==> src/rtl/sensor_cfg_pkg.sv <==
// rtl/sensor_cfg_pkg.sv - register table types and the D5M power-on configuration table
package sensor_cfg_pkg;

    typedef enum logic [1:0] {
        KIND_WRITE = 2'd0,
        KIND_DELAY = 2'd1,
        KIND_END   = 2'd2
    } cfg_kind_e;

    typedef struct packed {
        cfg_kind_e   kind;
        logic [7:0]  addr;
        logic [15:0] data;
    } cfg_entry_t;

    localparam int CFG_DEPTH = 12;

    // Entry i of the table lives at element [i]
    typedef cfg_entry_t [CFG_DEPTH-1:0] cfg_table_t;

    typedef enum logic [3:0] {
        ST_IDLE     = 4'd0,
        ST_PWRUP    = 4'd1,
        ST_LOAD     = 4'd2,
        ST_ISSUE    = 4'd3,
        ST_WAIT_RSP = 4'd4,
        ST_GAP      = 4'd5,
        ST_DELAY    = 4'd6,
        ST_DONE     = 4'd7,
        ST_FAIL     = 4'd8
    } seq_state_e;

    function automatic cfg_entry_t mk_entry(input cfg_kind_e kind, input logic [7:0] addr,
                                            input logic [15:0] data);
        cfg_entry_t e;
        e.kind = kind;
        e.addr = addr;
        e.data = data;
        return e;
    endfunction

    // Unused tail slots are END so a short table terminates cleanly
    function automatic cfg_table_t d5m_table();
        cfg_table_t t;
        for (int i = 0; i < CFG_DEPTH; i++) begin
            t[i] = mk_entry(KIND_END, 8'h00, 16'h0000);
        end
        t[0]  = mk_entry(KIND_WRITE, 8'h0D, 16'h0001); // assert soft reset
        t[1]  = mk_entry(KIND_DELAY, 8'h00, 16'h0000); // let the core settle
        t[2]  = mk_entry(KIND_WRITE, 8'h0D, 16'h0000); // release soft reset
        t[3]  = mk_entry(KIND_WRITE, 8'h09, 16'h0400); // shutter width (exposure)
        t[4]  = mk_entry(KIND_WRITE, 8'h2B, 16'h0013); // green1 gain
        t[5]  = mk_entry(KIND_WRITE, 8'h2C, 16'h0019); // blue gain
        t[6]  = mk_entry(KIND_WRITE, 8'h2D, 16'h0019); // red gain
        t[7]  = mk_entry(KIND_WRITE, 8'h2E, 16'h0013); // green2 gain
        t[8]  = mk_entry(KIND_WRITE, 8'h1E, 16'h4006); // read mode 1
        t[9]  = mk_entry(KIND_WRITE, 8'h20, 16'hC000); // read mode 2 (mirroring)
        t[10] = mk_entry(KIND_END,   8'h00, 16'h0000);
        return t;
    endfunction

    localparam cfg_table_t CFG_TABLE = d5m_table();

endpackage

==> src/rtl/sensor_cfg_sequencer.sv <==
// rtl/sensor_cfg_sequencer.sv - walks the register table and issues I2C register writes with retry
module sensor_cfg_sequencer
    import sensor_cfg_pkg::*;
#(
    parameter logic [7:0] DEV_ADDR   = 8'hBA,
    parameter int         POWERUP_CC = 50000,
    parameter int         GAP_CC     = 16,
    parameter int         MAX_RETRY  = 3,
    parameter int         DELAY_CC   = 500000,
    parameter cfg_table_t TABLE      = CFG_TABLE
) (
    input  logic        ul1Clock,
    input  logic        ul1Reset_n,
    input  logic        ul1Start,
    output logic        ul1Busy,
    output logic        ul1Done,
    output logic        ul1Error,
    output logic [7:0]  ul8ErrIndex,
    output logic        ul1Req,
    output logic [7:0]  ul8DevAddr,
    output logic [7:0]  ul8RegAddr,
    output logic [15:0] ul16RegData,
    input  logic        ul1Rsp,
    input  logic        ul1Nack
);

    localparam int CNT_MAX = (POWERUP_CC > DELAY_CC) ? POWERUP_CC : DELAY_CC;
    localparam int CNT_W   = $clog2(CNT_MAX + 1);
    localparam int RTY_W   = (MAX_RETRY > 0) ? $clog2(MAX_RETRY + 1) : 1;

    // Timers count down to zero, so loading N-1 yields exactly N cycles in the state
    localparam logic [CNT_W-1:0] PWRUP_LOAD = CNT_W'(POWERUP_CC - 1);
    localparam logic [CNT_W-1:0] GAP_LOAD   = CNT_W'(GAP_CC - 1);
    localparam logic [CNT_W-1:0] DELAY_LOAD = CNT_W'(DELAY_CC - 1);
    localparam logic [RTY_W-1:0] RTY_MAX    = RTY_W'(MAX_RETRY);

    seq_state_e        state_q, state_d;
    logic [CNT_W-1:0]  cnt_q, cnt_d;
    logic [7:0]        index_q, index_d;
    logic [RTY_W-1:0]  retry_q, retry_d;
    logic              req_q, req_d;
    logic [7:0]        addr_q, addr_d;
    logic [15:0]       data_q, data_d;
    logic              busy_q, busy_d;
    logic              done_q, done_d;
    logic              err_q, err_d;
    logic [7:0]        erridx_q, erridx_d;
    cfg_entry_t        cur_entry;

    // Table lookup; an index past the end reads as END
    always_comb begin
        cur_entry = mk_entry(KIND_END, 8'h00, 16'h0000);
        for (int i = 0; i < CFG_DEPTH; i++) begin
            if (index_q == 8'(i)) begin
                cur_entry = TABLE[i];
            end
        end
    end

    // State register
    always_ff @(posedge ul1Clock) begin
        if (!ul1Reset_n) begin
            state_q <= ST_IDLE;
        end else begin
            state_q <= state_d;
        end
    end

    // Next-state decode
    always_comb begin
        state_d = state_q;
        case (state_q)
            ST_IDLE:     if (ul1Start) state_d = ST_PWRUP;
            ST_PWRUP:    if (cnt_q == '0) state_d = ST_LOAD;
            ST_LOAD: begin
                case (cur_entry.kind)
                    KIND_WRITE: state_d = ST_ISSUE;
                    KIND_DELAY: state_d = ST_DELAY;
                    default:    state_d = ST_DONE;
                endcase
            end
            ST_ISSUE:    state_d = ST_WAIT_RSP;
            ST_WAIT_RSP: begin
                if (ul1Rsp) begin
                    if (!ul1Nack || (retry_q < RTY_MAX)) begin
                        state_d = ST_GAP;
                    end else begin
                        state_d = ST_FAIL;
                    end
                end
            end
            ST_GAP:      if (cnt_q == '0) state_d = ST_LOAD;
            ST_DELAY:    if (cnt_q == '0) state_d = ST_LOAD;
            ST_DONE:     state_d = ST_IDLE;
            ST_FAIL:     state_d = ST_IDLE;
            default:     state_d = ST_IDLE;
        endcase
    end

    // Datapath and output next values; flags and Busy change on entry to DONE/FAIL
    always_comb begin
        cnt_d    = cnt_q;
        index_d  = index_q;
        retry_d  = retry_q;
        req_d    = req_q;
        addr_d   = addr_q;
        data_d   = data_q;
        busy_d   = busy_q;
        done_d   = done_q;
        err_d    = err_q;
        erridx_d = erridx_q;
        case (state_q)
            ST_IDLE: begin
                if (ul1Start) begin
                    cnt_d   = PWRUP_LOAD;
                    index_d = 8'd0;
                    retry_d = '0;
                    busy_d  = 1'b1;
                    done_d  = 1'b0;
                    err_d   = 1'b0;
                end
            end
            ST_PWRUP, ST_GAP: begin
                if (cnt_q != '0) cnt_d = cnt_q - 1'b1;
            end
            ST_LOAD: begin
                case (cur_entry.kind)
                    KIND_WRITE: begin
                        addr_d = cur_entry.addr;
                        data_d = cur_entry.data;
                    end
                    KIND_DELAY: cnt_d = DELAY_LOAD;
                    default: begin
                        busy_d = 1'b0;
                        done_d = 1'b1;
                    end
                endcase
            end
            ST_ISSUE: req_d = 1'b1;
            ST_WAIT_RSP: begin
                if (ul1Rsp) begin
                    req_d = 1'b0;
                    cnt_d = GAP_LOAD;
                    if (!ul1Nack) begin
                        index_d = index_q + 8'd1;
                        retry_d = '0;
                    end else if (retry_q < RTY_MAX) begin
                        retry_d = retry_q + 1'b1;
                    end else begin
                        erridx_d = index_q;
                        busy_d   = 1'b0;
                        err_d    = 1'b1;
                    end
                end
            end
            ST_DELAY: begin
                if (cnt_q != '0) begin
                    cnt_d = cnt_q - 1'b1;
                end else begin
                    index_d = index_q + 8'd1;
                end
            end
            default: ;
        endcase
    end

    // Datapath registers
    always_ff @(posedge ul1Clock) begin
        if (!ul1Reset_n) begin
            cnt_q    <= '0;
            index_q  <= 8'd0;
            retry_q  <= '0;
            req_q    <= 1'b0;
            addr_q   <= 8'd0;
            data_q   <= 16'd0;
            busy_q   <= 1'b0;
            done_q   <= 1'b0;
            err_q    <= 1'b0;
            erridx_q <= 8'd0;
        end else begin
            cnt_q    <= cnt_d;
            index_q  <= index_d;
            retry_q  <= retry_d;
            req_q    <= req_d;
            addr_q   <= addr_d;
            data_q   <= data_d;
            busy_q   <= busy_d;
            done_q   <= done_d;
            err_q    <= err_d;
            erridx_q <= erridx_d;
        end
    end

    assign ul1Busy     = busy_q;
    assign ul1Done     = done_q;
    assign ul1Error    = err_q;
    assign ul8ErrIndex = erridx_q;
    assign ul1Req      = req_q;
    assign ul8DevAddr  = DEV_ADDR;
    assign ul8RegAddr  = addr_q;
    assign ul16RegData = data_q;

endmodule

==> config.mk <==
export PLATFORM = sky130hd
export DESIGN_NAME = sensor_cfg_sequencer
export DESIGN_NICKNAME = d
export VERILOG_FILES = /design/src/rtl/sensor_cfg_pkg.sv /design/src/rtl/sensor_cfg_sequencer.sv
export SDC_FILE = /design/constraint.sdc
export NUM_CORES = 1
export LEC_CHECK = 0
export ABC_AREA = 1
export ABC_CLOCK_PERIOD_IN_PS = 3470
export BUFFER_PORTS_ARGS = -buffer_cell sky130_fd_sc_hd__buf_2
export CORE_MARGIN = 2
export CORE_UTILIZATION = 60
export DETAILED_ROUTE_END_ITERATION = 8
export GPL_TIMING_DRIVEN = 0
export PLACE_DENSITY = 0.83
export SLEW_MARGIN = 20
export SYNTH_ARGS = -nofsm -noshare
export SYNTH_HDL_FRONTEND = slang
export SYNTH_SLANG_ARGS = --single-unit
==> constraint.sdc <==
create_clock -name ul1Clock -period 3.47 [get_ports ul1Clock]
set_input_delay 1.041 -clock ul1Clock [delete_from_list [all_inputs] [get_ports ul1Clock]]
set_output_delay 1.041 -clock ul1Clock [all_outputs]
set_load 0.1 [all_outputs]
==> impl_results.md <==
- Total net switching power: roughly 0.0013 W
- Leakage power figure: 1.76 nW
- Clock-pin slew reported for the worst setup and hold paths after clock tree synthesis: 0.06 ns
- Area of the mapped netlist: ~3500 µm²
- Clock sinks: 57
- Post-CTS Setup Repair Bufs: 0
- Global route overflow: 0
- Count of vias placed by the detailed router: approximately 3400
- Post-synth top flop: dfxtp_1
- Maximum VDD drop: about 0.47 mV
- Share of total power in the clock network: ~20%
- Synth-to-layout area growth: 13.3%
- Endpoint required time on the critical path: around 2.4 ns
- Placeable core region: 5570 µm²
- Row cnt: 27
- Wire length reported by the detailed router: slightly above 8 mm
- Total power density per cell area: approximately 690 nW/µm²
- Number of enable flip-flop cells after synthesis: 0
- # IOs: 49
- Overall fraction of global-route tracks in use: approximately 28%
- Vertical extent of the die: between 80 and 90 µm
- Type of destination of the critical path: output pin
- Clock skew after layout: 0.00826 ns
- Floorplan die width: slightly above 80 µm
- Most frequent cell after synthesis: nand2_1
- Switching power as a share of total power: approximately 48%
- Arrival time reported for the critical path endpoint: 1.23 ns
- Summed negative setup slack over all endpoints: 0 ns
- Transition at the pin with the smallest max-transition slack: approximately 0.67 ns
- Class of the most critical hold timing path: reg2reg
- Internal power contribution: 0.00143 W
- Relative slew slack: 55.4%
- Clock tree from TritonCTS: built
- Starting Density: between 60% and 70%
- Area of all placed cells without fillers: around 4000 µm²
- Number of instances in the synthesized netlist: 500
- Pin count of the biggest net entering global routing: 11
- Nets: about 570
- Yosys top cell area share: 32.5%
- Post-cts hold buffer count: 0
- Post-DP HPWL: a little over 6 mm
- Cell types with the largest area share after synthesis: dfxtp_1, nand2_1, a21oi_1, nor2_1, buf_4
- Placer Congestion: slightly below 0.9
- Startpoint type of the worst setup path: flip-flop
- Top cells by count, synth: nand2_1, nor2_1, dfxtp_1, a21oi_1, inv_1
- Share of power burned in combinational logic: roughly half
- Clock Tree Buf Depth: 2
- Max H-tree Level: 3
- Clock buffers created by TritonCTS: 9
- Cell type with the highest aggregate area in the netlist: dfxtp_1
- Detailed-routing iteration count for the pre-antenna-repair pass: 4
- Final cycle utilization of the critical path: between 60 and 70%
- Layout Utilization: 71.5%
- Outcome: complete, no violations
- Port buffer count: 30
- First-pass GRT wire length: between 10 and 15 mm
- Final count of negative-setup-slack endpoints: 0
- Classification of the worst setup path: reg2out
- Number of remaining DRC errors: 0
- Die outline area: roughly 6500 µm²
- Final routed wire length divided by cell count: around 13 µm
- Crit path time final: about 2.3 ns
- Fmax: 439 MHz
- Number of resized instances in the post-cts repair step: 0
- Final-report hold violation count: 0
- Fraction of layout instances using a drive strength above 1: between 20% and 30%
- Max-slew violation count: 0
- Diodes inserted: 0
- Mean instance size in the synthesized netlist: approximately 7.0 µm²
- Number of max-cap violations: 0
- Post-synthesis cell type count: 39
- Ratio of routed vias to standard cells: ~5.4
- Proportion of register bits with asynchronous set or reset after synthesis: 0%
- Sequential share of the synthesized area: roughly a third
- Count of nets left with antenna violations after detail routing: 0
- Clock root buffer master: clkbuf_8
- Yosys synthesis warning count: 0
- Max FO, Critical Path: 3
- Unrepaired setup endpoints after global routing: no
- Post-detailed-placement cell area: around 3800 µm²
- Number of global-route vias before repair: around 3200
- Clock Latency Late Sink: 0.35 ns
- Total of flip-flops plus latches after synthesis: 57
- Number of DRC markers after the initial detailed-route iteration: between 200 and 300
- Number of antenna violations at the first check in global routing: 0
- Sequential fraction of design power: 30.5%
flip-flops by register name, indices dropped and copies added (netlist names):
register,count
ul16RegData,8
ul1Busy,1
cnt_q,19
index_q,8
ul8ErrIndex,8
ul8RegAddr,4
ul1Error,1
ul1Done,1
state_q,4
ul1Req,1
retry_q,2
power by group through the flow:
stage | clock network, W | registers (W) | logic [W]
after global placement | 0 | 0.000841 | 0.00128
after CTS | 0.000554 | 0.000833 | 0.00133
after global routing | 0.000577 | 0.000849 | 0.00148
after floorplan | 0 | 0.000957 | 0.000976
after detailed placement | 0 | 0.000845 | 0.00131
final | 0.000553 | 0.000835 | 0.00135
kinds of logic (layout without fill, tap and decap cells):
group	Yosys count	in the layout	synth area share (%)
other	2	18	0.214
DFF	57	57	32.5
xor gates and xnor gates	11	11	2.74
AOI/OAI and AO/OA	104	104	16.6
buffers and inverters	88	132	13.2
and+or+nand+nor	232	232	32.7
adders and majority gates	6	6	2.14
layout by cell type (no fill, tap or decap), types with 2 or more instances in the layout:
cell type  Yosys  final
nand2_1       92     92
nor2_1        61     61
dfxtp_1       57     57
a21oi_1       56     56
inv_1         45     45
nand3_1       33     33
buf_2          1     31
o21ai_0       30     30
buf_4         23     23
conb_1         2     18
clkbuf_8       0     11
xor2_1         8      8
nand4_1        8      8
nand2_2        7      7
inv_2          7      7
buf_6          6      6
a21oi_2        6      6
ha_1           6      6
nand3_2        5      5
nand2_4        5      5
clkbuf_1       5      5
nor2_2         4      4
nor2_4         4      4
o21ai_1        4      4
a211oi_2       4      4
nor3_1         3      3
xnor2_1        3      3
nor3_4         2      2
nand3_4        2      2
clkinv_2       0      2
through the flow:
| step | total power, W | hold WS [ns] | setup slack [ns] | instances |
|---|---|---|---|---|
| detailed placement | 0.00216 | 0.448 | 1.25 | 618 |
| global placement | 0.00213 | 0.436 | 1.25 | 618 |
| global route | 0.00291 | 0.478 | 1.18 | 632 |
| CTS | 0.00272 | 0.457 | 1.20 | 632 |
| finish | 0.00273 | 0.458 | 1.19 | 632 |
| floorplan | 0.00193 | 0.422 | 1.06 | 516 |
layer usage:
metal | share of wire [%] | up-vias | global-route usage, % | routed length (µm)
met5 | 0 | - | 0 | 0
met4 | 2.7 | 0 | 11.2 | 227
met3 | 6.5 | 21 | 4.38 | 541
met2 | 46 | 124 | 46.4 | 3800
met1 | 45 | 1590 | 35.6 | 3730
li1 | - | 1706 | - | -
cell type report:
cell class	count	area, µm²
buffer	35	264
clock buffer	11	151
clock inverter	3	17.5
fill	467	1590
inverter	53	199
multi-input combinational	371	1970
sequential	57	1140
tap	72	90.1
timing repair buffer	30	150
path summary, 6_finish.rpt:
| kind | slack [ns] | end | cells after the start | from |
|---|---|---|---|---|
| setup / recovery | 1.19 | ul8RegAddr[4] | 2 | ul16RegData[2] |
| hold reg to reg | 0.46 | ul16RegData[4] | 2 | ul16RegData[4] |
| hold / removal | 0.46 | ul16RegData[4] | 2 | ul16RegData[4] |
| setup reg to reg | 1.40 | ul8RegAddr[3] | 11 | index_q[0] |
critical path, cell delays in order, from the launching register on:
cell	delay [ns]
dfxtp_1	0.36
buf_4	0.12
buf_2	0.41
Power figures use the tool's default switching activity.
